**src/rtl/pw_bn_act_pkg.sv**
```systemverilog
// Fixed-point format, hard-swish constants and helpers shared by the pw_bn_act stage.
// N and Q set the Q-format for the whole slice.
package pw_act_pkg;

    localparam int N    = 16;
    localparam int Q    = 8;
    localparam int WIDE = 2 * N + 8;

    localparam logic signed [N-1:0] THREE_Q   = N'(3 << Q);
    localparam logic signed [N-1:0] SIX_Q     = N'(6 << Q);
    localparam logic signed [N-1:0] ONE_SIXTH = N'(((1 << Q) + 3) / 6);

    localparam logic signed [N-1:0]    SAT_MAX   = {1'b0, {(N-1){1'b1}}};
    localparam logic signed [N-1:0]    SAT_MIN   = {1'b1, {(N-1){1'b0}}};
    localparam logic signed [WIDE-1:0] SAT_MAX_W = WIDE'(SAT_MAX);
    localparam logic signed [WIDE-1:0] SAT_MIN_W = WIDE'(SAT_MIN);

    function automatic logic signed [N-1:0] sat_n(input logic signed [WIDE-1:0] v);
        if (v > SAT_MAX_W) begin
            return SAT_MAX;
        end else if (v < SAT_MIN_W) begin
            return SAT_MIN;
        end
        return v[N-1:0];
    endfunction

    function automatic int frame_total(input int fs, input int ch);
        return fs * fs * ch;
    endfunction

endpackage

```
**src/rtl/pw_bn_act_if.sv**
```systemverilog
// Sample/channel/valid stream into and out of the BN + activation stage.
// slave: the stage itself; master: the producer/consumer around it.
interface pw_bn_act_if #(
    parameter int CW = 6
) ();
    import pw_act_pkg::*;

    logic signed [N-1:0] data_in;
    logic [CW-1:0]       channel_in;
    logic                valid_in;
    logic signed [N-1:0] data_out;
    logic [CW-1:0]       channel_out;
    logic                valid_out;

    modport slave (
        input  data_in, channel_in, valid_in,
        output data_out, channel_out, valid_out
    );

    modport master (
        output data_in, channel_in, valid_in,
        input  data_out, channel_out, valid_out
    );
endinterface

```
**src/rtl/pw_bn_act_fx_mul_sat.sv**
```systemverilog
// Signed fixed-point multiply, arithmetic shift by Q, optional add, saturate to OW bits.
// PIPE=1 registers the raw product so the shift/add/saturate lands in the next stage.
module fx_mul_sat
    import pw_act_pkg::*;
#(
    parameter int AW   = N,
    parameter int OW   = N,
    parameter bit PIPE = 1'b0
) (
    input  logic                 clk,
    input  logic                 rst,
    input  logic                 i_ce,
    input  logic signed [AW-1:0] i_a,
    input  logic signed [N-1:0]  i_b,
    input  logic signed [OW-1:0] i_c,
    output logic signed [OW-1:0] o_y
);
    localparam int PW = AW + N;

    logic signed [PW-1:0]   w_prod;
    logic signed [PW-1:0]   w_prod_q;
    logic signed [WIDE-1:0] w_sum;

    assign w_prod = PW'(i_a) * PW'(i_b);

    generate
        if (PIPE) begin : g_pipe
            logic signed [PW-1:0] r_prod;
            // NOTE: state is written with <= so every flop samples pre-edge values.
            always_ff @(posedge clk or negedge rst) begin
                if (!rst) begin
                    r_prod <= '0;
                end else if (i_ce) begin
                    r_prod <= w_prod;
                end
            end
            assign w_prod_q = r_prod;
        end else begin : g_comb
            logic w_unused_ports;
            assign w_unused_ports = ^{clk, rst, i_ce};
            assign w_prod_q       = w_prod;
        end
    endgenerate

    assign w_sum = WIDE'(w_prod_q >>> Q) + WIDE'(i_c);

    generate
        if (OW == N) begin : g_sat_n
            assign o_y = sat_n(w_sum);
        end else begin : g_sat_w
            localparam logic signed [WIDE-1:0] W_MAX = {{(WIDE-OW+1){1'b0}}, {(OW-1){1'b1}}};
            localparam logic signed [WIDE-1:0] W_MIN = {{(WIDE-OW+1){1'b1}}, {(OW-1){1'b0}}};
            assign o_y = (w_sum > W_MAX) ? W_MAX[OW-1:0] :
                         (w_sum < W_MIN) ? W_MIN[OW-1:0] : w_sum[OW-1:0];
        end
    endgenerate
endmodule

```
**src/rtl/pw_bn_act.sv**
```systemverilog
// Per-channel batch-norm affine plus activation, fixed 4-cycle latency, frame done counter.
// Define PW_BN_ACT_HSWISH_EN for hard-swish in S4; the default build applies ReLU.
module pw_bn_act
    import pw_act_pkg::*;
#(
    parameter int CHANNELS     = 48,
    parameter int FEATURE_SIZE = 14
) (
    input  logic                  clk,
    input  logic                  rst,
    input  logic                  en,
    pw_bn_act_if.slave            s_if,
    input  logic [CHANNELS*N-1:0] bn_scale,
    input  logic [CHANNELS*N-1:0] bn_shift,
    output logic                  done,
    output logic                  err_chan
);
    localparam int CW    = $clog2(CHANNELS);
    localparam int FRAME = frame_total(FEATURE_SIZE, CHANNELS);
    localparam int CNTW  = $clog2(FRAME);
    localparam logic [CNTW-1:0] LAST = CNTW'(FRAME - 1);

    logic                w_chan_ok, w_accept, w_bad;
    logic                r_v1, r_v2, r_v3, r_vo;
    logic [CW-1:0]       r_ch1, r_ch2, r_ch3, r_ch_o;
    logic signed [N-1:0] r_x1, r_scale1, r_shift1, r_shift2, r_y3, r_data_o;
    logic signed [N-1:0] w_y3, w_act;
    logic [CNTW-1:0]     r_cnt;
    logic                r_done, r_err;

    assign w_chan_ok = 32'(s_if.channel_in) < 32'(CHANNELS);
    assign w_accept  = en & s_if.valid_in & w_chan_ok;
    assign w_bad     = en & s_if.valid_in & ~w_chan_ok;

    // Valid bits drop on en=0 to discard in-flight beats; data registers only load on a valid beat.
    always_ff @(posedge clk or negedge rst) begin
        if (!rst) begin
            {r_v1, r_v2, r_v3, r_vo}       <= '0;
            {r_ch1, r_ch2, r_ch3, r_ch_o}  <= '0;
            {r_x1, r_scale1, r_shift1}     <= '0;
            {r_shift2, r_y3, r_data_o}     <= '0;
        end else begin
            r_v1 <= w_accept;
            r_v2 <= en & r_v1;
            r_v3 <= en & r_v2;
            r_vo <= en & r_v3;
            if (w_accept) begin
                r_x1     <= s_if.data_in;
                r_ch1    <= s_if.channel_in;
                r_scale1 <= bn_scale[32'(s_if.channel_in) * N +: N];
                r_shift1 <= bn_shift[32'(s_if.channel_in) * N +: N];
            end
            if (en & r_v1) begin
                r_ch2    <= r_ch1;
                r_shift2 <= r_shift1;
            end
            if (en & r_v2) begin
                r_ch3 <= r_ch2;
                r_y3  <= w_y3;
            end
            if (en & r_v3) begin
                r_ch_o   <= r_ch3;
                r_data_o <= w_act;
            end
        end
    end

    fx_mul_sat #(.AW(N), .OW(N), .PIPE(1'b1)) u_bn (
        .clk(clk), .rst(rst), .i_ce(en & r_v1),
        .i_a(r_x1), .i_b(r_scale1), .i_c(r_shift2), .o_y(w_y3)
    );

`ifdef PW_BN_ACT_HSWISH_EN
    logic signed [N:0]   w_y_bias;
    logic signed [N-1:0] w_t;
    logic signed [N+3:0] w_q;

    assign w_y_bias = (N+1)'(r_y3) + (N+1)'(THREE_Q);

    // NOTE: default assigned first so no path leaves w_t unassigned (no latch).
    always_comb begin
        w_t = w_y_bias[N-1:0];
        if (w_y_bias < 0) begin
            w_t = '0;
        end else if (w_y_bias > (N+1)'(SIX_Q)) begin
            w_t = SIX_Q;
        end
    end

    // q = y*t >>> Q stays below 2^19, so the 20-bit clamp never engages.
    fx_mul_sat #(.AW(N), .OW(N+4)) u_hs_q (
        .clk(clk), .rst(rst), .i_ce(1'b0),
        .i_a(r_y3), .i_b(w_t), .i_c('0), .o_y(w_q)
    );

    fx_mul_sat #(.AW(N+4), .OW(N)) u_hs_r (
        .clk(clk), .rst(rst), .i_ce(1'b0),
        .i_a(w_q), .i_b(ONE_SIXTH), .i_c('0), .o_y(w_act)
    );
`else
    assign w_act = r_y3[N-1] ? '0 : r_y3;
`endif

    always_ff @(posedge clk or negedge rst) begin
        if (!rst) begin
            r_cnt  <= '0;
            r_done <= 1'b0;
            r_err  <= 1'b0;
        end else if (!en) begin
            r_cnt  <= '0;
            r_done <= 1'b0;
            r_err  <= 1'b0;
        end else begin
            if (w_bad) begin
                r_err <= 1'b1;
            end
            if (r_vo) begin
                if (r_cnt == LAST) begin
                    r_cnt  <= '0;
                    r_done <= 1'b1;
                end else begin
                    r_cnt <= r_cnt + 1'b1;
                end
            end
        end
    end

    assign s_if.data_out    = r_data_o;
    assign s_if.channel_out = r_ch_o;
    assign s_if.valid_out   = r_vo;
    assign done             = r_done;
    assign err_chan         = r_err;
endmodule

```
**src/flat_wrapper.sv**
```systemverilog
// flat-port wrapper written by rule: the top's interface ports become plain ports
module pw_bn_act_flat import pw_act_pkg::*;
#(
    parameter int CHANNELS     = 48,
    parameter int FEATURE_SIZE = 14
)
  (clk, rst, en, bn_scale, bn_shift, done, err_chan, s_if_data_in, s_if_channel_in, s_if_valid_in, s_if_data_out, s_if_channel_out, s_if_valid_out);
  pw_bn_act_if #(.CW(($clog2((48))))) s_if_i ();
  input  logic clk;
  input  logic rst;
  input  logic en;
  input  logic [CHANNELS*N-1:0] bn_scale;
  input  logic [CHANNELS*N-1:0] bn_shift;
  output logic done;
  output logic err_chan;
  input wire logic [$bits(s_if_i.data_in)-1:0] s_if_data_in;
  input wire logic [$bits(s_if_i.channel_in)-1:0] s_if_channel_in;
  input wire logic [$bits(s_if_i.valid_in)-1:0] s_if_valid_in;
  output wire logic [$bits(s_if_i.data_out)-1:0] s_if_data_out;
  output wire logic [$bits(s_if_i.channel_out)-1:0] s_if_channel_out;
  output wire logic [$bits(s_if_i.valid_out)-1:0] s_if_valid_out;
  assign s_if_i.data_in = s_if_data_in;
  assign s_if_i.channel_in = s_if_channel_in;
  assign s_if_i.valid_in = s_if_valid_in;
  assign s_if_data_out = s_if_i.data_out;
  assign s_if_channel_out = s_if_i.channel_out;
  assign s_if_valid_out = s_if_i.valid_out;
  pw_bn_act #(.CHANNELS(CHANNELS), .FEATURE_SIZE(FEATURE_SIZE)) u_core (.clk(clk), .rst(rst), .en(en), .s_if(s_if_i), .bn_scale(bn_scale), .bn_shift(bn_shift), .done(done), .err_chan(err_chan));
endmodule
```
**config.mk**
```make
export PLATFORM = sky130hd
export DESIGN_NAME = pw_bn_act_flat
export DESIGN_NICKNAME = d
export VERILOG_FILES = /design/src/rtl/pw_bn_act_pkg.sv /design/src/rtl/pw_bn_act_if.sv /design/src/rtl/pw_bn_act_fx_mul_sat.sv /design/src/rtl/pw_bn_act.sv /design/src/flat_wrapper.sv
export SDC_FILE = /design/constraint.sdc
export NUM_CORES = 2
export LEC_CHECK = 0
export BUFFER_PORTS_ARGS = -buffer_cell sky130_fd_sc_hd__buf_2
export CORE_AREA = 10 10 604 606
export DETAILED_ROUTE_END_ITERATION = 16
export DIE_AREA = 0 0 614 616
export PLACE_DENSITY_LB_ADDON = 0.05
export SLEW_MARGIN = 30
export SYNTH_ARGS = -nofsm -noshare
export SYNTH_HDL_FRONTEND = slang
export SYNTH_HIERARCHICAL = 1
export SYNTH_SLANG_ARGS = --single-unit
```
**constraint.sdc**
```tcl
create_clock -name clk -period 7.37 [get_ports clk]
set_input_delay 0.3685 -clock clk [delete_from_list [all_inputs] [get_ports clk]]
set_output_delay 0.3685 -clock clk [all_outputs]
set_load 0.02 [all_outputs]
```
After elaboration in Yosys (flattened, before gate mapping)
Index checks and enable logic that the tools add are counted.
{"block": "classes", "add_sub_neg": 2, "multipliers": 1, "magnitude_cmp": 3, "eq_ne": 4, "shifts": 2, "n_mux": 14, "n_bitwise": 7, "reduce_logical": 1}
{"operator": "$shiftx A768 B11 Y16", "n": 2}
{"operator": "$mux W16", "n": 3}
{"operator": "$mux W14", "n": 3}
{"operator": "$mul A16 B16 Y32", "n": 1}
{"operator": "$add A24 B16 Y25", "n": 1}
{"operator": "$gt A25 B16 Y1 const B", "n": 1}
{"operator": "$lt A25 B16 Y1 const B", "n": 1}
{"operator": "$mux W15", "n": 1}
{"operator": "$add A14 B1 Y14 const B", "n": 1}
{"operator": "$eq A14 B14 Y1 const B", "n": 1}
{"operator": "$mux W1", "n": 7}
{"operator": "$and A1 B1 Y1", "n": 6}
{"operator": "$lt A6 B6 Y1 const B", "n": 1}
{"operator": "$ne A2 B1 Y1 const B", "n": 3}
{"operator": "$reduce_and A2 Y1", "n": 1}
{"operator": "$not A1 Y1", "n": 1}
{"block": "word_totals", "reg_bits": 172, "input_bits": 1562, "out_inout_bits": 25, "elab_cells": 52}

Longest topological paths before layout
{"block": "depth", "depth_word": 5, "mapped_depth": 25, "mapped_depth_nobuf": 23}

Cells and area by module
The synthesis kept the hierarchy.
{"mod": "pw_bn_act", "n_inst": 1, "cells_per_inst": 1317, "area_per_inst_um2": 17827.1, "seq_area_each_um2": 3478.3}
{"mod": "fx_mul_sat", "n_inst": 1, "cells_per_inst": 1293, "area_per_inst_um2": 11765.0, "seq_area_each_um2": 600.6}

Worst setup path before layout
No wires, ideal clock.
{"block": "synth_timing", "kind": "flip-flop to flip-flop", "startpoint": "register u_core.r_x1[5]", "endpoint": "register u_core.u_bn.g_pipe.r_prod[29]", "setup_ps": 120, "arrival_time_ps": 6326, "required_time_ps": 7250, "slack_ps": 924, "stages_incl_launch_ff": 23, "path_buffers": 1, "synth_period_minus_slack_ps": 6446, "path_cell_list": "dfrtp_1 -> clkbuf_1 -> and2_1 -> fa_1 -> inv_1 -> fa_1 -> inv_1 -> fa_1 -> fa_1 -> fa_1 -> inv_1 -> fa_1 -> inv_1 -> ha_1 -> a21oi_1 -> nor2b_1 -> a2111oi_0 -> a31oi_1 -> a31oi_1 -> o21ai_1 -> o21a_1 -> or3_1 -> a31o_2"}
{"block": "synth_via", "elab_chain_len": 1}
{"item": "start: declaration", "line": "pw_bn_act.sv:26", "source": "logic signed [N-1:0] r_x1, r_scale1, r_shift1, r_shift2, r_y3, r_data_o;"}
{"item": "start signal: assignment", "line": "pw_bn_act.sv:48", "source": "r_x1 <= s_if.data_in;"}
{"item": "$mul A16 B16 Y32", "line": "pw_bn_act_fx_mul_sat.sv:24", "source": "assign w_prod = PW'(i_a) * PW'(i_b);"}
{"item": "end signal: assignment", "line": "pw_bn_act_fx_mul_sat.sv:34", "source": "r_prod <= w_prod;"}
{"item": "end: declaration", "line": "pw_bn_act_fx_mul_sat.sv:28", "source": "logic signed [PW-1:0] r_prod;"}
Every way passes these cells.
A chain may end at the register's enable or synchronous reset.

Final worst setup path
{"block": "layout_timing", "startpoint": "register u_core.r_scale1[6]", "endpoint": "register u_core.u_bn.g_pipe.r_prod[29]"}
{"block": "layout_via", "elab_chain_len": 1}
{"item": "start: declaration", "line": "pw_bn_act.sv:26"}
{"item": "start signal: assignment", "line": "pw_bn_act.sv:50", "source": "r_scale1 <= bn_scale[32'(s_if.channel_in) * N +: N];"}
{"item": "$mul A16 B16 Y32", "line": "pw_bn_act_fx_mul_sat.sv:24"}
Every way passes these cells.

==> results.sh <==
export IMPL_period_minus_slack_ns=6.90
export IMPL_ios=1587
export IMPL_startpoint_type="flip-flop"
export IMPL_worstPathRequired_ns=7.80
export IMPL_drt_drc_violations_left=0
export IMPL_syn_avg_cell_area_um2=11.3
export IMPL_track_usage=0.159
export IMPL_yosysWarningCount=6
export IMPL_status="finished clean"
export IMPL_critPathMaxStageDelay_ns=0.65
export IMPL_detail_route_antenna_nets=0
export IMPL_multi_input_area_um2=23500
export IMPL_cts_buffers=17
export IMPL_crit_path_frequent_cell="fa_1"
export IMPL_globalplace_congestion=0.848
export IMPL_critPathTopFamily="adder cells"
export IMPL_clk_latency_ns=0.54
export IMPL_yosysUniqueCellTypes=71
export IMPL_routedWlPerCell_um=34.8
export IMPL_vias=30000
export IMPL_cp_data_arrival_time_ns=7.33
export IMPL_critPathMaxFanout=12
export IMPL_slew_viol_final=0
export IMPL_core_area_um2=352000
export IMPL_antenna_found_initial=331
export IMPL_ys_seq_area_frac=0.138
export IMPL_rsz0062_at_grt="no"
export IMPL_setup_viol=0
export IMPL_clk_path_buf_depth=2
export IMPL_die_h_um=616
export IMPL_dieArea_um2=378000
export IMPL_crit_buf_inv=6
export IMPL_maxSlewHeadroom=0.304
export IMPL_slowest_stage="dfrtp_1"
export IMPL_layout_drive_gt1_share=0.559
export IMPL_min_period_over_period=0.936
export IMPL_drv_cap=0
export IMPL_finalWirelength_mm=312
export IMPL_synth_area_um2=29600
export IMPL_cts_tree="built"
export IMPL_tightest_slew_ns=1.04
export IMPL_initial_core_util=0.0840
export IMPL_worstSetupPathType="flip-flop to flip-flop"
export IMPL_nFillCells=40500
export IMPL_routed_via_density=3.34
export IMPL_clkTransAtPathRegs_ns=0.09
export IMPL_synth_ff_type="dfrtp_1"
export IMPL_rows=218
export IMPL_synthToLayoutAreaGrowth_pct=50.4
export IMPL_synth_edff_count=0
export IMPL_synth_seq_cells=163
export IMPL_fin_worst_skew_ns=0.0286
export IMPL_drt_iter0_drc=1467
export IMPL_hold_viol_final=0
export IMPL_seqCellArea_um2=4080
export IMPL_firstDrtPassIters=7
export IMPL_fin_tns_setup_ns=0
export IMPL_synthesis_instances=2610
export IMPL_root_buffer="clkbuf_16"
export IMPL_grt_pass1_vias=33200
export IMPL_synthArstFlopShare=1.00
export IMPL_grt_max_degree=85
export IMPL_cts_sinks=163
export IMPL_clock_fmax_ghz=0.145
export IMPL_grt_first_pass_wirelength_mm=390
export IMPL_overflow=0
export IMPL_finalNetCount=6072
export IMPL_die_w_um=614
export IMPL_worstSetupEndpointType="flip-flop"
export IMPL_path_cells="and2_1 -> fa_1 -> inv_1 -> fa_1 -> fa_1 -> inv_1 -> fa_1 -> fa_1 -> inv_1 -> fa_1 -> inv_1 -> ha_1 -> a21oi_1 -> nor2b_1 -> a2111oi_0 -> a31oi_1 -> buf_4 -> a31oi_1 -> buf_4 -> o21ai_1 -> o21a_1 -> or3_1 -> a31o_2"
export IMPL_syn_nets=4538
export IMPL_hold_path_class="primary input to flip-flop"
export IMPL_ctsHtreeMaxLevel=4
export IMPL_dp_hpwl_mm=284
export IMPL_portBuffers=1585
[flip-flops by register name, summed over array words and instances, names as in the netlist, 14 cells and up]
name and flops:
u_core/r_scale1 16, u_core/r_x1 16, u_core/r_shift2 16, u_core/r_shift1 16, u_core/r_cnt 14, u_core/u_bn/g_pipe.r_prod 24, u_core/r_y3 16, u_core/s_if.data_out 15
[routing by layer]
layer,up-vias,GRT usage,part of all wire
li1,12700,-,-
met1,15300,0.180,0.38
met2,1320,0.309,0.54
met3,481,0.0416,0.061
met4,152,0.00915,0.0097
met5,-,0,0.0032
[logic make-up (layout without fill, tap and decap cells)]
group / Yosys count / after routing / share of synthesized area
flip-flops: 163 / 163 / 0.138
AO/OA/AOI/OAI: 330 / 330 / 0.0739
buffers and inverters: 509 / 2056 / 0.0723
XOR/XNOR: 56 / 56 / 0.0166
multiplexers: 630 / 630 / 0.388
AND/OR/NAND/NOR: 555 / 555 / 0.0904
adder cells (fa/ha/maj): 366 / 366 / 0.221
other: 1 / 77 / 0.000127
[final cells by class]
type	count	area share
repair buffers	1707	0.203
flip-flops and latches	163	0.0918
inverters	317	0.0268
multi-input cells	1938	0.527
well taps	4730	0.133
clock inverters	15	0.00464
diodes	76	0.00427
clock buffers	17	0.00956
[cell usage after synthesis (46+ instances only)]
| cell | count | share of area |
|---|---|---|
| mux4_2 | 398 | 0.30 |
| inv_1 | 316 | 0.040 |
| fa_1 | 262 | 0.18 |
| nand2_1 | 189 | 0.024 |
| dfrtp_1 | 163 | 0.14 |
| mux2_2 | 149 | 0.057 |
| and2_1 | 129 | 0.027 |
| nor2_1 | 120 | 0.015 |
| ha_1 | 104 | 0.044 |
| mux2i_1 | 83 | 0.028 |
| clkbuf_1 | 77 | 0.0098 |
| buf_2 | 73 | 0.012 |
| o21ai_0 | 61 | 0.010 |
| a21oi_1 | 60 | 0.010 |
| o22ai_1 | 46 | 0.0097 |
[stage by stage]
step                utilization  instances  hold slack [ns]  setup slack [ns]  instance area (um2)
global route              0.126       8911           0.0376            0.0864                44400
floorplan                     -       2610           0.0729             0.924                29600
finish                    0.126       8963           0.0765             0.469                44500
CTS                       0.126       8886           0.0114            0.0562                44300
global placement          0.124       8853            0.463             0.112                43600
detailed placement        0.124       8853            0.466             0.116                43700
[timing repair]
item	in CTS	in global routing
hold buffers	1	0
endpoints found under the hold margin	79	0
setup buffers	0	0
gates resized for setup	0	4
setup endpoints to repair	0	1
[path summary, 6_finish.rpt]
check	startpoint	endpoint	slack, ns	depth (start not counted)
worst min register to register	u_core/s_if.data_out[8]$_DFFE_PN0P_	u_core/s_if.data_out[8]$_DFFE_PN0P_	0.48	2
worst max register to register	u_core/r_scale1[6]$_DFFE_PN0P_	u_core/u_bn/g_pipe.r_prod[29]$_DFFE_PN0P_	0.47	23
worst max-delay path	u_core/r_scale1[6]$_DFFE_PN0P_	u_core/u_bn/g_pipe.r_prod[29]$_DFFE_PN0P_	0.47	23
max in group asynchronous	rst	u_core/r_scale1[4]$_DFFE_PN0P_	5.56	3
min in group asynchronous	rst	u_core/r_cnt[7]$_DFFE_PN0P_	0.58	2
worst min-delay path	s_if_data_in[7]	u_core/r_x1[7]$_DFFE_PN0P_	0.08	2
[layout by cell type (no fill, tap or decap), types with 80 or more instances in the layout]
| master | count |
|---|---|
| and2_1 | 127 |
| buf_2 | 1578 |
| buf_4 | 113 |
| dfrtp_1 | 159 |
| fa_1 | 262 |
| ha_1 | 104 |
| inv_1 | 316 |
| mux2_2 | 149 |
| mux2i_1 | 80 |
| mux4_2 | 398 |
| nand2_1 | 188 |
| nor2_1 | 118 |
Power is not shown: default switching activity piles up to over one toggle a cycle in this logic, so the estimate is an artifact.
